===== src/rtl/sync_merge_pkg.sv =====
// ---------------------------------------------------------------
// sync_merge_pkg: shared widths and depth for the operand merger
// Rev 1.0
// ---------------------------------------------------------------
`default_nettype none

package sync_merge_pkg;
  localparam int OPERAND_W  = 24;
  localparam int ELEMENT_W  = 2 * OPERAND_W;
  localparam int LANE_DEPTH = 4;
endpackage

`default_nettype wire


===== src/rtl/sync_lane_fifo.sv =====
// ---------------------------------------------------------------
// sync_lane_fifo: single-clock FIFO holding the operands of one lane
// Rev 1.0
// ---------------------------------------------------------------
`default_nettype none

module sync_lane_fifo
  import sync_merge_pkg::*;
#(
  parameter int W     = OPERAND_W,
  parameter int DEPTH = LANE_DEPTH
) (
  input  logic                   clk,
  input  logic                   rst_n,
  input  logic                   push,
  input  logic                   pop,
  input  logic [W-1:0]           wr_data,
  output logic [W-1:0]           rd_data,
  output logic                   full,
  output logic                   empty,
  output logic [$clog2(DEPTH):0] count
);

  localparam int AW = $clog2(DEPTH);
  localparam int CW = AW + 1;
  localparam logic [AW-1:0] PTR_ONE  = AW'(1);
  localparam logic [CW-1:0] CNT_ONE  = CW'(1);
  localparam logic [CW-1:0] CNT_FULL = CW'(DEPTH);

  logic [W-1:0]  mem [DEPTH];
  logic [AW-1:0] wr_ptr;
  logic [AW-1:0] rd_ptr;
  logic          do_push;
  logic          do_pop;

  // Full is judged on the registered count, so a pop never frees a slot for a same-cycle push.
  assign full    = (count == CNT_FULL);
  assign empty   = (count == '0);
  assign do_push = push && !full;
  assign do_pop  = pop && !empty;
  assign rd_data = mem[rd_ptr];

  always_ff @(posedge clk) begin
    if (do_push) begin
      mem[wr_ptr] <= wr_data;
    end
  end

  always_ff @(posedge clk or negedge rst_n) begin
    if (!rst_n) begin
      wr_ptr <= '0;
      rd_ptr <= '0;
      count  <= '0;
    end else begin
      if (do_push) begin
        wr_ptr <= wr_ptr + PTR_ONE;
      end
      if (do_pop) begin
        rd_ptr <= rd_ptr + PTR_ONE;
      end
      case ({do_push, do_pop})
        2'b10:   count <= count + CNT_ONE;
        2'b01:   count <= count - CNT_ONE;
        default: count <= count;
      endcase
    end
  end

endmodule

`default_nettype wire


===== src/rtl/sync_merge.sv =====
// ---------------------------------------------------------------
// sync_merge: pairs two operand lanes into {op1, op2} elements
// Rev 1.0
// ---------------------------------------------------------------
`default_nettype none

module sync_merge
  import sync_merge_pkg::*;
#(
  parameter int W     = OPERAND_W,
  parameter int DEPTH = LANE_DEPTH
) (
  input  logic           clk,
  input  logic           rst_n,
  input  logic [W-1:0]   op1_in,
  input  logic           op1_valid,
  output logic           op1_ready,
  input  logic [W-1:0]   op2_in,
  input  logic           op2_valid,
  output logic           op2_ready,
  output logic [2*W-1:0] element_out,
  output logic           out_valid,
  input  logic           out_ready,
  output logic           overflow
);

  logic [W-1:0]           head1;
  logic [W-1:0]           head2;
  logic                   full1;
  logic                   full2;
  logic                   empty1;
  logic                   empty2;
  logic [$clog2(DEPTH):0] count1;
  logic [$clog2(DEPTH):0] count2;
  logic                   push1;
  logic                   push2;
  logic                   pair_pop;
  logic                   unused_count;

  assign op1_ready    = !full1;
  assign op2_ready    = !full2;
  assign push1        = op1_valid && op1_ready;
  assign push2        = op2_valid && op2_ready;
  assign pair_pop     = !empty1 && !empty2 && (!out_valid || out_ready);
  assign unused_count = ^{count1, count2};

  sync_lane_fifo #(.W(W), .DEPTH(DEPTH)) u_lane1 (
    .clk     (clk),
    .rst_n   (rst_n),
    .push    (push1),
    .pop     (pair_pop),
    .wr_data (op1_in),
    .rd_data (head1),
    .full    (full1),
    .empty   (empty1),
    .count   (count1)
  );

  sync_lane_fifo #(.W(W), .DEPTH(DEPTH)) u_lane2 (
    .clk     (clk),
    .rst_n   (rst_n),
    .push    (push2),
    .pop     (pair_pop),
    .wr_data (op2_in),
    .rd_data (head2),
    .full    (full2),
    .empty   (empty2),
    .count   (count2)
  );

  always_ff @(posedge clk or negedge rst_n) begin
    if (!rst_n) begin
      element_out <= '0;
      out_valid   <= 1'b0;
      overflow    <= 1'b0;
    end else begin
      if (pair_pop) begin
        element_out <= {head1, head2};
        out_valid   <= 1'b1;
      end else if (out_ready) begin
        out_valid   <= 1'b0;
      end
      // A word offered to a full lane is lost; remember that until reset.
      if ((op1_valid && !op1_ready) || (op2_valid && !op2_ready)) begin
        overflow <= 1'b1;
      end
    end
  end

endmodule

`default_nettype wire


===== config.mk =====
export PLATFORM = sky130hd
export DESIGN_NAME = sync_merge
export DESIGN_NICKNAME = d
export VERILOG_FILES = /design/src/rtl/sync_merge_pkg.sv /design/src/rtl/sync_lane_fifo.sv /design/src/rtl/sync_merge.sv
export SDC_FILE = /design/constraint.sdc
export NUM_CORES = 1
export LEC_CHECK = 0
export BUFFER_PORTS_ARGS = -buffer_cell sky130_fd_sc_hd__buf_2
export CORE_MARGIN = 8
export CORE_UTILIZATION = 35
export CTS_CLUSTER_SIZE = 10
export DETAILED_ROUTE_END_ITERATION = 12
export SLEW_MARGIN = 20
export SYNTH_ARGS = -nofsm -noshare
export SYNTH_HDL_FRONTEND = slang
export SYNTH_SLANG_ARGS = --single-unit

===== constraint.sdc =====
create_clock -name clk -period 2.9 [get_ports clk]
set_clock_uncertainty 0.05 [all_clocks]
set_input_delay 0.435 -clock clk [delete_from_list [all_inputs] [get_ports clk]]
set_output_delay 0.435 -clock clk [all_outputs]
set_load 0.02 [all_outputs]

Word-level counts from Yosys, hierarchy flattened
Memory sizes are Yosys's and may differ from the RTL's. A register that Yosys moved wholly into a read port is not among the register bits.
Cells that the tools add are included.
{ "classes": {"n_reduce_logical": 24, "n_mux": 8, "add_sub_neg": 8, "n_eq_ne": 6} }
{ "op_table": {"columns": ["cell", "n"], "rows": [
  ["$pmux 3 s2", 2],
  ["$logic_and 1x1->1", 10],
  ["$add 2x1->2 const B", 4],
  ["$logic_not 1->1", 7],
  ["$add 3x1->3 const B", 2],
  ["$eq 3x3->1 const B", 2],
  ["$logic_not 3->1", 2],
  ["$mux 1", 6],
  ["$reduce_bool 2->1", 3],
  ["$sub 3x1->3 const B", 2],
  ["$eq 2x1->1 const B", 2],
  ["$eq 2x2->1 const B", 2],
  ["$logic_or 1x1->1", 2]
]} }
{ "word_totals": {"output_inout_bits": 52, "input_bits": 53, "word_cells": 56, "ramBits": 192, "memories": 2, "regBits": 16} }
{ "mem_list": {"columns": ["memory", "depth", "word_bits", "read_ports", "rd_ports_with_merged_regs", "write_ports", "line", "source"], "rows": [
  ["u_lane1.mem", 4, 24, 1, 1, 1, "sync_lane_fifo.sv:30", "logic [W-1:0] mem [DEPTH];"],
  ["u_lane2.mem", 4, 24, 1, 1, 1, "sync_lane_fifo.sv:30", null]
]} }

Longest topological paths before layout
{ "logic_depth": {"ltp_word": 7, "depth_mapped": 10, "ltp_nobuf": 9} }

Hierarchy
Synthesis repeated with hierarchy kept, for this count alone.
{ "hier_totals": {"cells_unflattened": 439, "hier_area_um2": 9783.1} }
{ "modules_own_cells": {"columns": ["mod", "cells_per_inst", "area_per_inst_um2", "n_inst", "seq_area_each_um2"], "rows": [
  ["sync_lane_fifo", 163, 3933.8, 2, 3057.9],
  ["sync_merge", 113, 1915.6, 1, 1251.2]
]} }

Worst setup path before layout
OpenSTA, ideal clock, no wires.
{ "synth_path": {"kind": "register to register", "from": "reg u_lane2.count[0]", "to": "reg u_lane2.count[2]", "slack_ns": 0.720, "t_arrival_ns": 2.005, "path_stages_with_launch": 11, "t_required_ns": 2.725, "setup_time_ns": 0.125, "synth_period_minus_slack_ns": 2.180, "n_path_buf": 2, "cell_sequence": "dfrtp_1 or3_4 and3_4 buf_6 buf_12 ha_1 inv_1 fa_1 xor2_1 nor2_1 xor2_1"} }
{ "synth_between": {"elab_chain_cells": 7, "elab_cells_between_ends": 15, "cone_classes": "2 x add/sub; 3 x eq/ne; 1 x mux; 9 x reduce/logical"} }
{ "synth_rtl": {"columns": ["element", "line", "source"], "rows": [
  ["start, declared", "sync_lane_fifo.sv:21", "output logic [$clog2(DEPTH):0] count"],
  ["start signal, assigned", "sync_lane_fifo.sv:62", "2'b10: count <= count + CNT_ONE;"],
  ["start signal, assigned", "sync_lane_fifo.sv:63", "2'b01: count <= count - CNT_ONE;"],
  ["start signal, assigned", "sync_lane_fifo.sv:64", "default: count <= count;"],
  ["$logic_not 3->1 *", "sync_lane_fifo.sv:38", "assign empty = (count == '0);"],
  ["$logic_not 1->1 *", "sync_lane_fifo.sv:40, sync_merge.sv:44", null],
  ["$logic_and 1x1->1 (2 in a row)", "sync_merge.sv:44", "assign pair_pop = !empty1 && !empty2 && (!out_valid || out_ready);"],
  ["$logic_and 1x1->1 *", "sync_lane_fifo.sv:40", "assign do_pop = pop && !empty;"],
  ["net u_lane2.do_pop", "sync_lane_fifo.sv:34", "logic do_pop;"],
  ["$eq 2x1->1 or $eq 2x2->1 (tied branches)", "sync_lane_fifo.sv:61", "case ({do_push, do_pop})"],
  ["$pmux 3 s2 or $reduce_bool 2->1 (tied branches)", null, null]
]} }
The timed path passes the listed nets; every way through them passes the cells marked *.
A chain may end at the register's enable or synchronous reset.

Worst setup path in the final report
{ "layout_path": {"from": "reg u_lane1.count[1]", "to": "reg u_lane1.count[2]"} }
{ "layout_between": {"elab_chain_cells": 7, "elab_cells_between_ends": 15, "cone_classes": "2 x add/sub; 3 x eq/ne; 1 x mux; 9 x reduce/logical"} }
{ "layout_rtl": {"columns": ["element", "line"], "rows": [
  ["start, declared", "sync_lane_fifo.sv:21"],
  ["start signal, assigned", "sync_lane_fifo.sv:62"],
  ["start signal, assigned", "sync_lane_fifo.sv:63"],
  ["start signal, assigned", "sync_lane_fifo.sv:64"],
  ["$logic_not 3->1", "sync_lane_fifo.sv:38"],
  ["$logic_not 1->1", "sync_lane_fifo.sv:40, sync_merge.sv:44"],
  ["$logic_and 1x1->1 (2 in a row)", "sync_merge.sv:44"],
  ["$logic_and 1x1->1", "sync_lane_fifo.sv:40"],
  ["$eq 2x1->1 or $eq 2x2->1 (tied branches)", "sync_lane_fifo.sv:61"],
  ["$pmux 3 s2 or $reduce_bool 2->1 (tied branches)", null]
]} }
Several ways; a longest one is shown, not always the timed one.

==> results.json <==
{
  "antenna_left": 0,
  "vdd_drop_max_uv": 537,
  "required_ps": 3310,
  "synth_edf_count": 192,
  "n_antenna_cell": 0,
  "drt-total-wl_mm": 19.1,
  "place_ws_ps": 547,
  "areaGrowthSynthToFinish_pct": 18.6,
  "fp.dieH_um": 184,
  "rrSetupSlack_ps": 560,
  "num_vias": 4509,
  "die_w_um": 184,
  "fin_nets": 633,
  "initial_core_util": 0.355,
  "slew_headroom": 0.369,
  "powerDensity_nw_per_um2": 1140,
  "status": "finished with violations",
  "final_core_util": 0.421,
  "synth_cell_types": 28,
  "fin_setup_tns_ps": 0,
  "htree_levels": 1,
  "gr-total-overflow": 0,
  "syn_avg_cell_area_um2": 22.6,
  "violations": "negative hold slack",
  "finalCritPeriodShare": 0.808,
  "ys_ff_latch": 256,
  "timing.hold.ws_ps": -8.86,
  "gp_congestion": 0.741,
  "crit_type": "flop to flop",
  "yosysTopAreaCellShare": 0.585,
  "p_leak_nw": 4.36,
  "layout-drive-gt1-share": 0.431,
  "worst_slew_pin_slew_ps": 947,
  "synth_top_cells_by_count": "192 x edfxtp_1, 64 x dfrtp_1, 48 x mux4_2",
  "cts_made_buffers": 30,
  "worst-r2r-cell-count": 9,
  "groute.usage.overall": 0.113,
  "slew_viol_final": 0,
  "setup_ws_ps": 558,
  "grt_pass1_wl_mm": 29.6,
  "period_minus_slack_ps": 2340,
  "root_buffer": "clkbuf_16",
  "drc_errors": 0,
  "cts-hold-fix-buffers": 0,
  "r2r_end": "u_lane1.count[2]",
  "core-area_um2": 27800,
  "cap_violations": 0,
  "syn_nets": 502,
  "hp-class": "input pin to asynchronous set/reset pin",
  "grt_pass1_vias": 5224,
  "async_reset_ff_frac": 0.250,
  "synth_most_common_cell": "edfxtp_1",
  "synth_top_area_cell": "edfxtp_1",
  "synth-seq-area-share": 0.747,
  "dr.pass1.iters": 4,
  "cts.sinks": 256,
  "start_kind": "flop",
  "cts_tree": "yes",
  "cts_resized": 0,
  "yosysWarnings": 0,
  "drtIter0Drc": 260,
  "num_rows": 61,
  "avgRoutedWirePerCell_um": 19.7,
  "reg2reg_from": "u_lane1.count[1]",
  "dpl.hpwl_mm": 11.4,
  "grt_start_max_net_pins": 65,
  "placed_cell_area_um2": 10800,
  "critPathMaxFanout": 7,
  "design_area_um2": 11700,
  "synthTopCellsByArea": "edfxtp_1 58%, dfrtp_1 16%, mux4_2 11%",
  "rsz0062_at_grt": "no",
  "hold_viol": 2,
  "end_kind": "flop",
  "max_freq_mhz": 427,
  "synth_ff_type": "edfxtp_1",
  "ios": 105,
  "clkTransAtPathRegs_ps": 60,
  "antenna_found_initial": 2,
  "critPathArrivalTime_ps": 2750,
  "clock_latency_ps": 540,
  "setup_viol": 0,
  "syn_inst": 437,
  "via_per_inst": 4.65,
  "syn-cell-area_um2": 9860,
  "port_buffers": 104,
  "die_area_um2": 33800,
  "post-cts-setup-buffer-count": 0,
  "clk_path_buf_depth": 3
}
==> power by group <==
part           leakage [nW]  internal (mW)  switching (mW)  total (mW)
combinational          1.44           2.26            2.20        4.45
clock                 0.418           2.00            1.36        3.35
sequential             2.50           5.05           0.468        5.52
total                  4.36           9.30            4.02        13.3
==> cell usage in the layout, fill, tap and decap left out, types with 2 or more instances in the layout <==
master	netlist	final
buf_2	6	103
xor2_1	6	6
nand4_1	2	2
or3_4	2	2
inv_1	14	14
dfrtp_2	0	2
nor3b_1	2	2
clkbuf_1	4	21
mux2_2	3	3
mux2_4	47	47
xnor2_1	6	6
and2_1	8	8
mux4_2	48	48
nor2_1	2	2
edfxtp_1	192	192
ha_1	10	10
dfrtp_1	64	62
clkbuf_16	0	31
buf_4	0	12
nor2b_1	2	2
nand2_1	3	3
buf_12	5	2
fa_1	2	2
==> state kept, by name (all words and copies together), names as in the netlist <==
signal / count
u_lane2.mem: 96
u_lane2.rd_ptr: 2
u_lane2.count: 3
u_lane2.wr_ptr: 2
overflow: 1
element_out: 48
u_lane1.count: 3
u_lane1.rd_ptr: 2
u_lane1.mem: 96
out_valid: 1
u_lane1.wr_ptr: 2
==> routing by layer <==
layer | share of wire | up-vias | GRT usage
met5 | 0.0014 | - | 0
met2 | 0.49 | 100 | 0.193
met1 | 0.43 | 2384 | 0.139
met4 | 0.020 | 4 | 0.0329
li1 | - | 1983 | -
met3 | 0.056 | 38 | 0.0310
==> stage by stage <==
| step | cells | total power [mW] |
|---|---|---|
| after floorplan | 437 | 8.96 |
| after global placement | 914 | 9.97 |
| after detailed placement | 914 | 10.2 |
| after CTS | 969 | 13.6 |
| after global routing | 969 | 14.0 |
| final | 969 | 13.3 |
==> area by class of cell <==
class | instances | area, um^2
Fill cell | 2473 | 16100
Sequential cell | 256 | 7370
Multi-Input combinational cell | 149 | 2270
Clock buffer | 53 | 868
Timing Repair Buffer | 117 | 646
Tap cell | 378 | 473
Inverter | 14 | 52.6
Clock inverter | 2 | 12.5
==> how the worst max path moves through the flow <==
stage | from | cells after the start | to | slack [ps]
floorplan | u_lane2.count[0] | 10 | u_lane2.count[2] | 720
global placement | u_lane1.count[1] | 9 | u_lane1.count[2] | 780
detailed placement | u_lane1.count[1] | 9 | u_lane1.count[2] | 550
CTS | u_lane1.count[1] | 9 | u_lane1.count[2] | 530
global route | u_lane1.count[0] | 9 | u_lane1.count[2] | 390
finish | u_lane1.count[1] | 9 | u_lane1.count[2] | 560
==> worst max-delay path: stages, from the launching register on <==
cell     delay [ps]
dfrtp_1         410
nor3b_1         410
nor2b_1         220
inv_1           100
ha_1            180
inv_1            70
fa_1            370
xor2_1          160
nor2_1          140
xor2_1          160
==> cells by family after synthesis <==
logic type,after synthesis,synth area share
fa+ha+maj,12,0.0168
buf+inv,32,0.0220
simple gates,24,0.0159
flops,256,0.747
xor+xnor,12,0.0107
compound gates,2,0.00152
mux,99,0.186
No activity file was read; power rests on OpenSTA's default activity.
